### config.mk
export PLATFORM = sky130hd
export DESIGN_NAME = history_file_mp
export DESIGN_NICKNAME = d
export VERILOG_FILES = /design/src/rtl/hf_pkg.sv /design/src/rtl/hf_retire_select.sv /design/src/rtl/history_file_mp.sv
export SDC_FILE = /design/constraint.sdc
export NUM_CORES = 2
export LEC_CHECK = 0
export BUFFER_PORTS_ARGS = -buffer_cell sky130_fd_sc_hd__buf_2
export CORE_UTILIZATION = 30
export CTS_CLUSTER_SIZE = 40
export DETAILED_ROUTE_END_ITERATION = 12
export MAX_ROUTING_LAYER = met4
export PLACE_DENSITY = 0.48
export SLEW_MARGIN = 25
export SYNTH_ARGS = -nofsm -noshare
export SYNTH_HDL_FRONTEND = slang
export SYNTH_SLANG_ARGS = --single-unit
### constraint.sdc
create_clock -name clk_i -period 41.1 [get_ports clk_i]
set_input_delay 2.055 -clock clk_i [delete_from_list [all_inputs] [get_ports clk_i]]
set_output_delay 2.055 -clock clk_i [all_outputs]
set_load 0.05 [all_outputs]
### src/rtl/hf_pkg.sv
// Shared types for the multi-port history file: controller states and the
// "no exception" cause encoding.
package hf_pkg;

    typedef enum logic [1:0] {
        IDLE    = 2'd0,
        RECOVER = 2'd1,
        REPORT  = 2'd2
    } hf_state_e;

    // A completion whose cause equals this value is a clean completion.
    localparam int EXC_NONE = 0;

endpackage

### src/rtl/hf_retire_select.sv
// Combinational retire/exception selector. Views the per-entry flags
// starting at head, counts the run of clean completed entries (capped at
// RETIRE_W and at the occupancy) and flags whether the entry just past that
// run is a completed excepting one.
module hf_retire_select
    import hf_pkg::*;
#(
    parameter int DEPTH    = 16,
    parameter int RETIRE_W = 2,
    parameter int TAG_W    = $clog2(DEPTH),
    parameter int CNT_W    = $clog2(RETIRE_W + 1)
) (
    input  logic [DEPTH-1:0] valid_i,
    input  logic [DEPTH-1:0] done_i,
    input  logic [DEPTH-1:0] exc_nz_i,
    input  logic [TAG_W-1:0] head_i,
    input  logic [TAG_W:0]   count_i,
    output logic [CNT_W-1:0] retire_cnt_o,
    output logic             exc_hit_o,
    output logic [TAG_W-1:0] exc_idx_o
);
    localparam int PTR_W = TAG_W + 1;

    // Bit k of these vectors describes the entry k slots after head.
    logic [DEPTH-1:0] ok_rot;
    logic [DEPTH-1:0] exc_rot;
    logic [CNT_W-1:0] cnt;

    // Rotate the flag vectors so the oldest entry sits at bit 0.
    always_comb begin
        logic [TAG_W-1:0] idx;
        idx     = '0;
        ok_rot  = '0;
        exc_rot = '0;
        for (int k = 0; k < DEPTH; k++) begin
            idx        = head_i + TAG_W'(k);
            ok_rot[k]  = valid_i[idx] & done_i[idx] & ~exc_nz_i[idx];
            exc_rot[k] = valid_i[idx] & done_i[idx] & exc_nz_i[idx];
        end
    end

    // Count the leading clean run, then test the first entry after it.
    always_comb begin
        logic run;
        run = 1'b1;
        cnt = '0;
        for (int k = 0; k < RETIRE_W; k++) begin
            if (run && ok_rot[k] && (PTR_W'(k) < count_i)) begin
                cnt = cnt + CNT_W'(1);
            end else begin
                run = 1'b0;
            end
        end
        retire_cnt_o = cnt;
        exc_idx_o    = head_i + TAG_W'(cnt);
        exc_hit_o    = (PTR_W'(cnt) < count_i) && exc_rot[TAG_W'(cnt)];
    end

endmodule

### src/rtl/history_file_mp.sv
// Multi-port history file. Records issued instructions in a tag-indexed
// circular buffer, accepts out-of-order completions on several writeback
// ports, retires clean entries in order, and on the oldest exception kills
// the pipeline, restores destination registers youngest-first and reports
// the exception CSR values.
module history_file_mp
    import hf_pkg::*;
#(
    parameter int DEPTH    = 16,
    parameter int XLEN     = 32,
    parameter int REG_W    = 5,
    parameter int WB_PORTS = 2,
    parameter int RETIRE_W = 2,
    parameter int TAG_W    = $clog2(DEPTH)
) (
    input  logic                         clk_i,
    input  logic                         rst_i,
    input  logic                         alloc_valid_i,
    output logic                         alloc_ready_o,
    input  logic [XLEN-1:0]              alloc_pc_i,
    input  logic [REG_W-1:0]             alloc_dest_reg_i,
    input  logic [XLEN-1:0]              alloc_old_value_i,
    output logic [TAG_W-1:0]             alloc_tag_o,
    input  logic [WB_PORTS-1:0]          wb_valid_i,
    input  logic [WB_PORTS*TAG_W-1:0]    wb_tag_i,
    input  logic [WB_PORTS*XLEN-1:0]     wb_exc_i,
    input  logic [WB_PORTS*XLEN-1:0]     wb_miss_addr_i,
    output logic [$clog2(RETIRE_W+1)-1:0] retire_cnt_o,
    output logic                         empty_o,
    output logic                         full_o,
    output logic                         kill_o,
    output logic [XLEN-1:0]              kill_pc_o,
    output logic                         rec_write_en_o,
    output logic [REG_W-1:0]             rec_dest_reg_o,
    output logic [XLEN-1:0]              rec_value_o,
    output logic                         exc_valid_o,
    output logic [XLEN-1:0]              exc_mepc_o,
    output logic [XLEN-1:0]              exc_mcause_o,
    output logic [XLEN-1:0]              exc_mtval_o
);
    localparam int PTR_W = TAG_W + 1;
    localparam int CNT_W = $clog2(RETIRE_W + 1);

    typedef struct packed {
        logic             valid;
        logic             done;
        logic [XLEN-1:0]  pc;
        logic [REG_W-1:0] dest;
        logic [XLEN-1:0]  old_value;
        logic [XLEN-1:0]  exc;
        logic [XLEN-1:0]  mtval;
    } entry_t;

    entry_t           entry_q [DEPTH];
    entry_t           entry_d [DEPTH];
    hf_state_e        state_q, state_d;
    logic [PTR_W-1:0] head_q, head_d;
    logic [PTR_W-1:0] tail_q, tail_d;
    logic [PTR_W-1:0] rec_ptr_q, rec_ptr_d;
    logic [PTR_W-1:0] exc_ptr_q, exc_ptr_d;
    logic [XLEN-1:0]  lat_pc_q, lat_pc_d;
    logic [XLEN-1:0]  lat_cause_q, lat_cause_d;
    logic [XLEN-1:0]  lat_mtval_q, lat_mtval_d;

    logic [PTR_W-1:0] count;
    logic [DEPTH-1:0] valid_vec;
    logic [DEPTH-1:0] done_vec;
    logic [DEPTH-1:0] exc_nz_vec;
    logic [CNT_W-1:0] sel_cnt;
    logic             sel_hit;
    logic [TAG_W-1:0] sel_idx;

    assign count         = tail_q - head_q;
    assign full_o        = (tail_q[TAG_W] != head_q[TAG_W]) &&
                           (tail_q[TAG_W-1:0] == head_q[TAG_W-1:0]);
    assign empty_o       = (count == '0);
    assign alloc_ready_o = !full_o && (state_q == IDLE);
    assign alloc_tag_o   = tail_q[TAG_W-1:0];

    // Flatten the registered per-entry flags for the selector.
    always_comb begin
        for (int i = 0; i < DEPTH; i++) begin
            valid_vec[i]  = entry_q[i].valid;
            done_vec[i]   = entry_q[i].done;
            exc_nz_vec[i] = (entry_q[i].exc != XLEN'(EXC_NONE));
        end
    end

    hf_retire_select #(
        .DEPTH    (DEPTH),
        .RETIRE_W (RETIRE_W),
        .TAG_W    (TAG_W),
        .CNT_W    (CNT_W)
    ) u_select (
        .valid_i      (valid_vec),
        .done_i       (done_vec),
        .exc_nz_i     (exc_nz_vec),
        .head_i       (head_q[TAG_W-1:0]),
        .count_i      (count),
        .retire_cnt_o (sel_cnt),
        .exc_hit_o    (sel_hit),
        .exc_idx_o    (sel_idx)
    );

    // Next-state, buffer updates and outputs for IDLE/RECOVER/REPORT.
    always_comb begin
        logic [TAG_W-1:0] idx;
        logic [TAG_W-1:0] wtag;
        idx         = '0;
        wtag        = '0;
        entry_d     = entry_q;
        state_d     = state_q;
        head_d      = head_q;
        tail_d      = tail_q;
        rec_ptr_d   = rec_ptr_q;
        exc_ptr_d   = exc_ptr_q;
        lat_pc_d    = lat_pc_q;
        lat_cause_d = lat_cause_q;
        lat_mtval_d = lat_mtval_q;

        retire_cnt_o   = '0;
        kill_o         = 1'b0;
        kill_pc_o      = '0;
        rec_write_en_o = 1'b0;
        rec_dest_reg_o = '0;
        rec_value_o    = '0;
        exc_valid_o    = 1'b0;
        exc_mepc_o     = '0;
        exc_mcause_o   = '0;
        exc_mtval_o    = '0;

        case (state_q)
            IDLE: begin
                retire_cnt_o = sel_cnt;
                for (int k = 0; k < RETIRE_W; k++) begin
                    if (CNT_W'(k) < sel_cnt) begin
                        idx                = head_q[TAG_W-1:0] + TAG_W'(k);
                        entry_d[idx].valid = 1'b0;
                        entry_d[idx].done  = 1'b0;
                    end
                end
                head_d = head_q + PTR_W'(sel_cnt);

                // Walk ports highest-first so the lowest index lands last.
                for (int p = WB_PORTS - 1; p >= 0; p--) begin
                    wtag = wb_tag_i[p*TAG_W +: TAG_W];
                    if (wb_valid_i[p] && entry_q[wtag].valid && !entry_q[wtag].done) begin
                        entry_d[wtag].done  = 1'b1;
                        entry_d[wtag].exc   = wb_exc_i[p*XLEN +: XLEN];
                        entry_d[wtag].mtval = wb_miss_addr_i[p*XLEN +: XLEN];
                    end
                end

                if (alloc_valid_i && alloc_ready_o) begin
                    entry_d[alloc_tag_o] = '{valid: 1'b1, done: 1'b0,
                                             pc: alloc_pc_i,
                                             dest: alloc_dest_reg_i,
                                             old_value: alloc_old_value_i,
                                             exc: '0, mtval: '0};
                    tail_d = tail_q + PTR_W'(1);
                end

                // An allocation accepted in the kill cycle is rolled back too.
                if (sel_hit) begin
                    kill_o      = 1'b1;
                    kill_pc_o   = entry_q[sel_idx].pc;
                    lat_pc_d    = entry_q[sel_idx].pc;
                    lat_cause_d = entry_q[sel_idx].exc;
                    lat_mtval_d = entry_q[sel_idx].mtval;
                    exc_ptr_d   = head_q + PTR_W'(sel_cnt);
                    rec_ptr_d   = tail_d - PTR_W'(1);
                    state_d     = RECOVER;
                end
            end

            RECOVER: begin
                idx                = rec_ptr_q[TAG_W-1:0];
                rec_write_en_o     = (entry_q[idx].dest != '0);
                rec_dest_reg_o     = entry_q[idx].dest;
                rec_value_o        = entry_q[idx].old_value;
                entry_d[idx].valid = 1'b0;
                entry_d[idx].done  = 1'b0;
                if (rec_ptr_q == exc_ptr_q) begin
                    state_d = REPORT;
                end else begin
                    rec_ptr_d = rec_ptr_q - PTR_W'(1);
                end
            end

            REPORT: begin
                exc_valid_o  = 1'b1;
                exc_mepc_o   = lat_pc_q;
                exc_mcause_o = lat_cause_q;
                exc_mtval_o  = lat_mtval_q;
                tail_d       = exc_ptr_q;
                state_d      = IDLE;
            end

            default: state_d = IDLE;
        endcase
    end

    // Register state; reset touches control (pointers, flags, FSM) only.
    always_ff @(posedge clk_i) begin
        if (rst_i) begin
            state_q <= IDLE;
            head_q  <= '0;
            tail_q  <= '0;
            for (int i = 0; i < DEPTH; i++) begin
                entry_q[i].valid <= 1'b0;
                entry_q[i].done  <= 1'b0;
            end
        end else begin
            state_q <= state_d;
            head_q  <= head_d;
            tail_q  <= tail_d;
            for (int i = 0; i < DEPTH; i++) begin
                entry_q[i] <= entry_d[i];
            end
        end
    end

    // Exception bookkeeping; only meaningful outside IDLE.
    always_ff @(posedge clk_i) begin
        rec_ptr_q   <= rec_ptr_d;
        exc_ptr_q   <= exc_ptr_d;
        lat_pc_q    <= lat_pc_d;
        lat_cause_q <= lat_cause_d;
        lat_mtval_q <= lat_mtval_d;
    end

endmodule

==> results.txt <==
The number of distinct library cells after synthesis was 67; the final instance count without filler cells was 14,607. Layout cell share with drive strength beyond 1: 18.7%. Before CTS, the worst setup slack after placement is 31,160 ps.

Number of buffers added by the clock tree synthesis step: 274. The final-layout setup total negative slack was 0 ps. The min-delay analysis places its worst path in the category register to register.

For this run, the register share of the synthesized area comes to 56.9%. The clock group share of total power was 44.3%. The synthesized-area fraction occupied by ao, oa, aoi and oai cells came out at 7.62%. The tools report the leakage power as 0.0483 µW. The worst hold slack after final layout came out at 491 ps. The flow ran to the end, and the final reports show no timing, DRC or antenna violations.

The tools report the count of maximum capacitance violations as 0. At the worst endpoint, the arrival time is 8830 ps. The multi-input combinational cells in the finished layout cover a total of 0.0480 mm². The die boundary height was 633 µm.

Horizontal die dimension: 633 µm. Global routing consumed, over all layers together, 24.8% of the routing resources. The internal power of the cells totals 4080 µW. Using the TritonRoute via totals, the vias-per-cell ratio works out to 5.83. Counting flops with an async set or reset pin after synthesis yields a share of 0%. Global routing used 31.7% of the available met1 tracks.

Summed over all layers, the routed wires come to 495,000 µm. The most used flip-flop cell after synthesis is sky130_fd_sc_hd__edfxtp_1. The commonest cells after synthesis are 2,234 x sky130_fd_sc_hd__edfxtp_1, 2,180 x sky130_fd_sc_hd__nor2_1, 1,040 x sky130_fd_sc_hd__a211oi_1.

The logs give 13,938 for the number of placed instances, taps included and 940 ps for the worst-skew pair later-pin latency. The residual overflow from global routing is 0, and the share of synthesized cell area in full adder, half adder and majority cells is 0.285%. After clock tree synthesis, the clock-pin slew on the worst setup and hold paths is 60 ps. The leading area contributor after synthesis was sky130_fd_sc_hd__edfxtp_1. For the largest net degree at the start of global routing, the log shows 138. In the post-route analysis, the smallest setup slack over all paths is 30,220 ps. Yosys mapped a number of flops with a built-in enable equal to 2,234. The logs give 38,502 for the fill cell total of the finished layout and 9,163 for the cell count after synthesis.

The logs give 0 for the number of pins with negative max-slew slack in the final report and 0.909 for the routability-driven placement congestion ratio. DRC violation count after routing: 0. By startpoint and endpoint, the worst setup path is classified as register to output port.

Timing would allow up to 0.0919 GHz. The run gives 34.1% as the core occupancy in the finished layout. The run gives 0 as the number of antenna-violating nets in the routed design. The wire length per cell after detailed routing works out to 33.9 µm.

The run gives 0.0680 mm² as the sequential cell area. The share of the synthesized area in the top cell type works out to 56.1%. The total power per unit cell area is 39.7 mW/mm², and the I/O pin count is 387.

The clock skew after layout is 43.5 ps, and the total of buffers placed on input and output ports is 386. The count of instances resized after the clock tree is built came out at 0. Post-CTS timing repair inserted 0 buffers for setup. Area overhead of the layout relative to synthesis: 12.9%.

The tools report the cell chosen for the clock root as sky130_fd_sc_hd__clkbuf_16. In this run the most critical hold path is launched from done_vec[9]$_SDFFE_PP0P_. The startpoint class of the critical path is a register. The tools report the worst-case vdd ir drop as 0.0000316 V. Along the worst path, the maximum fanout reaches 108. The detailed router finished its first iteration with 11,426 violations.

The tools report the maximum root-to-sink buffer count as 4. The analysis attributes to net switching a power of 1270 µW. The wire length of the first global-routing pass came out at 686,000 µm. The portion of synthesized area spent on multiplexers is 21.5%.

Number of detailed-route iterations in the first pass: 6. The tools report the number of global-route vias before repair as 82,858. Setup repair after global routing left no endpoint under its margin.

The core region is 0.396 mm². Launch point of the worst path: entry_q[1668]$_DFFE_PP_. The clock net sink count is 2,278, and the final worst-path cycle share is 26.5%.

The met3 usage in global routing was 4.31%; the total die area was 0.401 mm². The global routing stage identified its most utilized layer as met2. CTS built an H-tree with a depth of 5.

For the number of vias in the routed layout, the log shows 85,143. In this run the critical register-to-register path is launched from entry_q[1668]$_DFFE_PP_. Among all cell types in the netlist, the one instantiated most often is sky130_fd_sc_hd__edfxtp_1.

Number of failing hold endpoints at the final stage: 0. Dominant combinational cell family by area after synthesis: multiplexers. Summing every instance area after synthesis gives 0.119 mm². The worst path needs 10,880 ps of the cycle, external delays included. At the worst endpoint, the required time is 39,040 ps.

Setup violations remaining at the end of the flow were counted as 0. A synthesized cell averages 13.0 µm². Relative slew slack: 23.6%. Combinational logic is responsible for 5.7% of the overall power. The global routing usage on met2 is 38.6%, and the Yosys warning count is 0. Summing the areas of all and, or, nand and nor instances in the mapped netlist gives 10.0% of the synthesized area. The number of nets handed over by synthesis was 9,399. The synthesized design contains 2,278 register bits. In this run, post-CTS hold repair placed 0 buffers. Initial antenna violation count: 132. The worst setup path is captured at an output port. The net count reported at finish is 9,211.

The switching part of the total power works out to 23.8%. Summing the areas of all xor and xnor instances in the mapped netlist gives 0.183% of the synthesized area. The tools report the row count as 231. Yosys attributes the largest share of cell area to sky130_fd_sc_hd__edfxtp_1 56%, sky130_fd_sc_hd__mux4_2 13%, sky130_fd_sc_hd__mux2i_1 8.6%. Once the floorplan was initialized, standard cells occupied 30.2% of the core.

Once detailed placement completed, the half-perimeter wirelength came to 298,000 µm. TritonCTS built the clock tree. Sequential cells burn 50.0% of the power.

The transition time at the pin with the least slew margin came out at 1150 ps.
==> state kept, by name, summed over array words and instances, names as in the netlist <==
register / flops
head_q: 5
state_q: 2
lat_pc_q: 32
done_vec: 16
tail_q: 5
rec_ptr_q: 5
lat_mtval_q: 32
entry_q: 2144
exc_ptr_q: 5
lat_cause_q: 32
==> power groups by stage <==
stage / clock network [µW] / logic (µW) / registers [µW]
2_1_floorplan: 0 / 190 / 2760
3_5_place_dp: 0 / 300 / 2720
5_1_grt: 2480 / 324 / 2680
6_report: 2370 / 307 / 2680
3_3_place_gp: 0 / 295 / 2720
4_1_cts: 2400 / 302 / 2680
==> metrics by stage <==
stage | cell area (µm²) | power [µW]
finish | 135000 | 5350
CTS | 134000 | 5380
detailed placement | 126000 | 3020
global placement | 126000 | 3020
floorplan | 119000 | 2950
global route | 135000 | 5490
==> layer usage <==
metal / vias up / wire, µm
li1: 35012 / -
met4: 0 / 23300
met5: - / 0
met2: 4828 / 233000
met1: 44406 / 197000
met3: 897 / 42700
==> area by class of cell <==
type | instances | area share, %
antenna | 193 | 0.358
clock buffer | 349 | 5.51
clock inverter | 124 | 0.701
inverter | 22 | 0.0742
multi-input combinational | 5833 | 35.6
sequential | 2278 | 50.4
tap | 5242 | 4.86
timing repair buffer | 566 | 2.56
==> kinds of logic (layout without fill, tap and decap cells) <==
family / Yosys count / count (layout)
AO/OA/AOI/OAI: 1229 / 1229
adder cells (fa/ha/maj): 26 / 26
buffers and inverters: 1052 / 1061
XOR/XNOR: 25 / 25
flip-flops: 2278 / 2278
other: 0 / 193
multiplexers: 1711 / 1711
AND/OR/NAND/NOR: 2842 / 2842
==> worst max-delay path, cell delays in order, from the launching register on <==
cell	delay (ps)
sky130_fd_sc_hd__edfxtp_1	440
sky130_fd_sc_hd__nor4_1	640
sky130_fd_sc_hd__nand4_1	560
sky130_fd_sc_hd__nor2_1	610
sky130_fd_sc_hd__o22ai_1	170
sky130_fd_sc_hd__o21ai_0	270
sky130_fd_sc_hd__nand3_1	240
sky130_fd_sc_hd__or3_4	480
sky130_fd_sc_hd__or4_4	530
sky130_fd_sc_hd__ha_1	420
sky130_fd_sc_hd__ha_4	870
sky130_fd_sc_hd__buf_12	730
sky130_fd_sc_hd__mux4_2	610
sky130_fd_sc_hd__mux4_2	610
sky130_fd_sc_hd__nor3b_1	190
sky130_fd_sc_hd__buf_2	250
==> worst paths after layout <==
path / end / slack (ps) / cells after the start
worst max-delay path: kill_pc_o[12] / 30220 / 15
worst min-delay path: done_vec[9]$_SDFFE_PP0P_ / 490 / 1
worst max register to register: lat_cause_q[21]$_DFFE_PP_ / 31660 / 16
worst min register to register: done_vec[9]$_SDFFE_PP0P_ / 490 / 1
==> cells in the final DEF, fill, tap and decap left out, types with 10 or more instances in the layout <==
master / n
sky130_fd_sc_hd__edfxtp_1: 2234
sky130_fd_sc_hd__nor2_1: 2160
sky130_fd_sc_hd__a211oi_1: 1040
sky130_fd_sc_hd__mux2i_1: 1029
sky130_fd_sc_hd__mux4_2: 679
sky130_fd_sc_hd__buf_2: 386
sky130_fd_sc_hd__clkbuf_16: 288
sky130_fd_sc_hd__diode_2: 193
sky130_fd_sc_hd__buf_4: 167
sky130_fd_sc_hd__nor4_1: 132
sky130_fd_sc_hd__nand2_1: 124
sky130_fd_sc_hd__and2_1: 123
sky130_fd_sc_hd__o21ai_0: 63
sky130_fd_sc_hd__clkbuf_1: 61
sky130_fd_sc_hd__clkinv_1: 59
sky130_fd_sc_hd__nor2b_1: 57
sky130_fd_sc_hd__dfxtp_1: 44
sky130_fd_sc_hd__nand2_4: 41
sky130_fd_sc_hd__nand4_1: 34
sky130_fd_sc_hd__nor3b_1: 34
sky130_fd_sc_hd__clkinv_2: 33
sky130_fd_sc_hd__a21oi_1: 25
sky130_fd_sc_hd__nor2_4: 24
sky130_fd_sc_hd__ha_1: 23
sky130_fd_sc_hd__nand3_1: 19
sky130_fd_sc_hd__nand2b_1: 18
sky130_fd_sc_hd__inv_1: 17
sky130_fd_sc_hd__a32o_1: 16
sky130_fd_sc_hd__xnor2_1: 15
sky130_fd_sc_hd__o211ai_1: 15
sky130_fd_sc_hd__and3_1: 15
sky130_fd_sc_hd__nor3_1: 14
sky130_fd_sc_hd__nand3_4: 12
sky130_fd_sc_hd__o221ai_1: 11
sky130_fd_sc_hd__bufinv_16: 11
sky130_fd_sc_hd__o22ai_1: 10
Power figures use the tool's default switching activity.
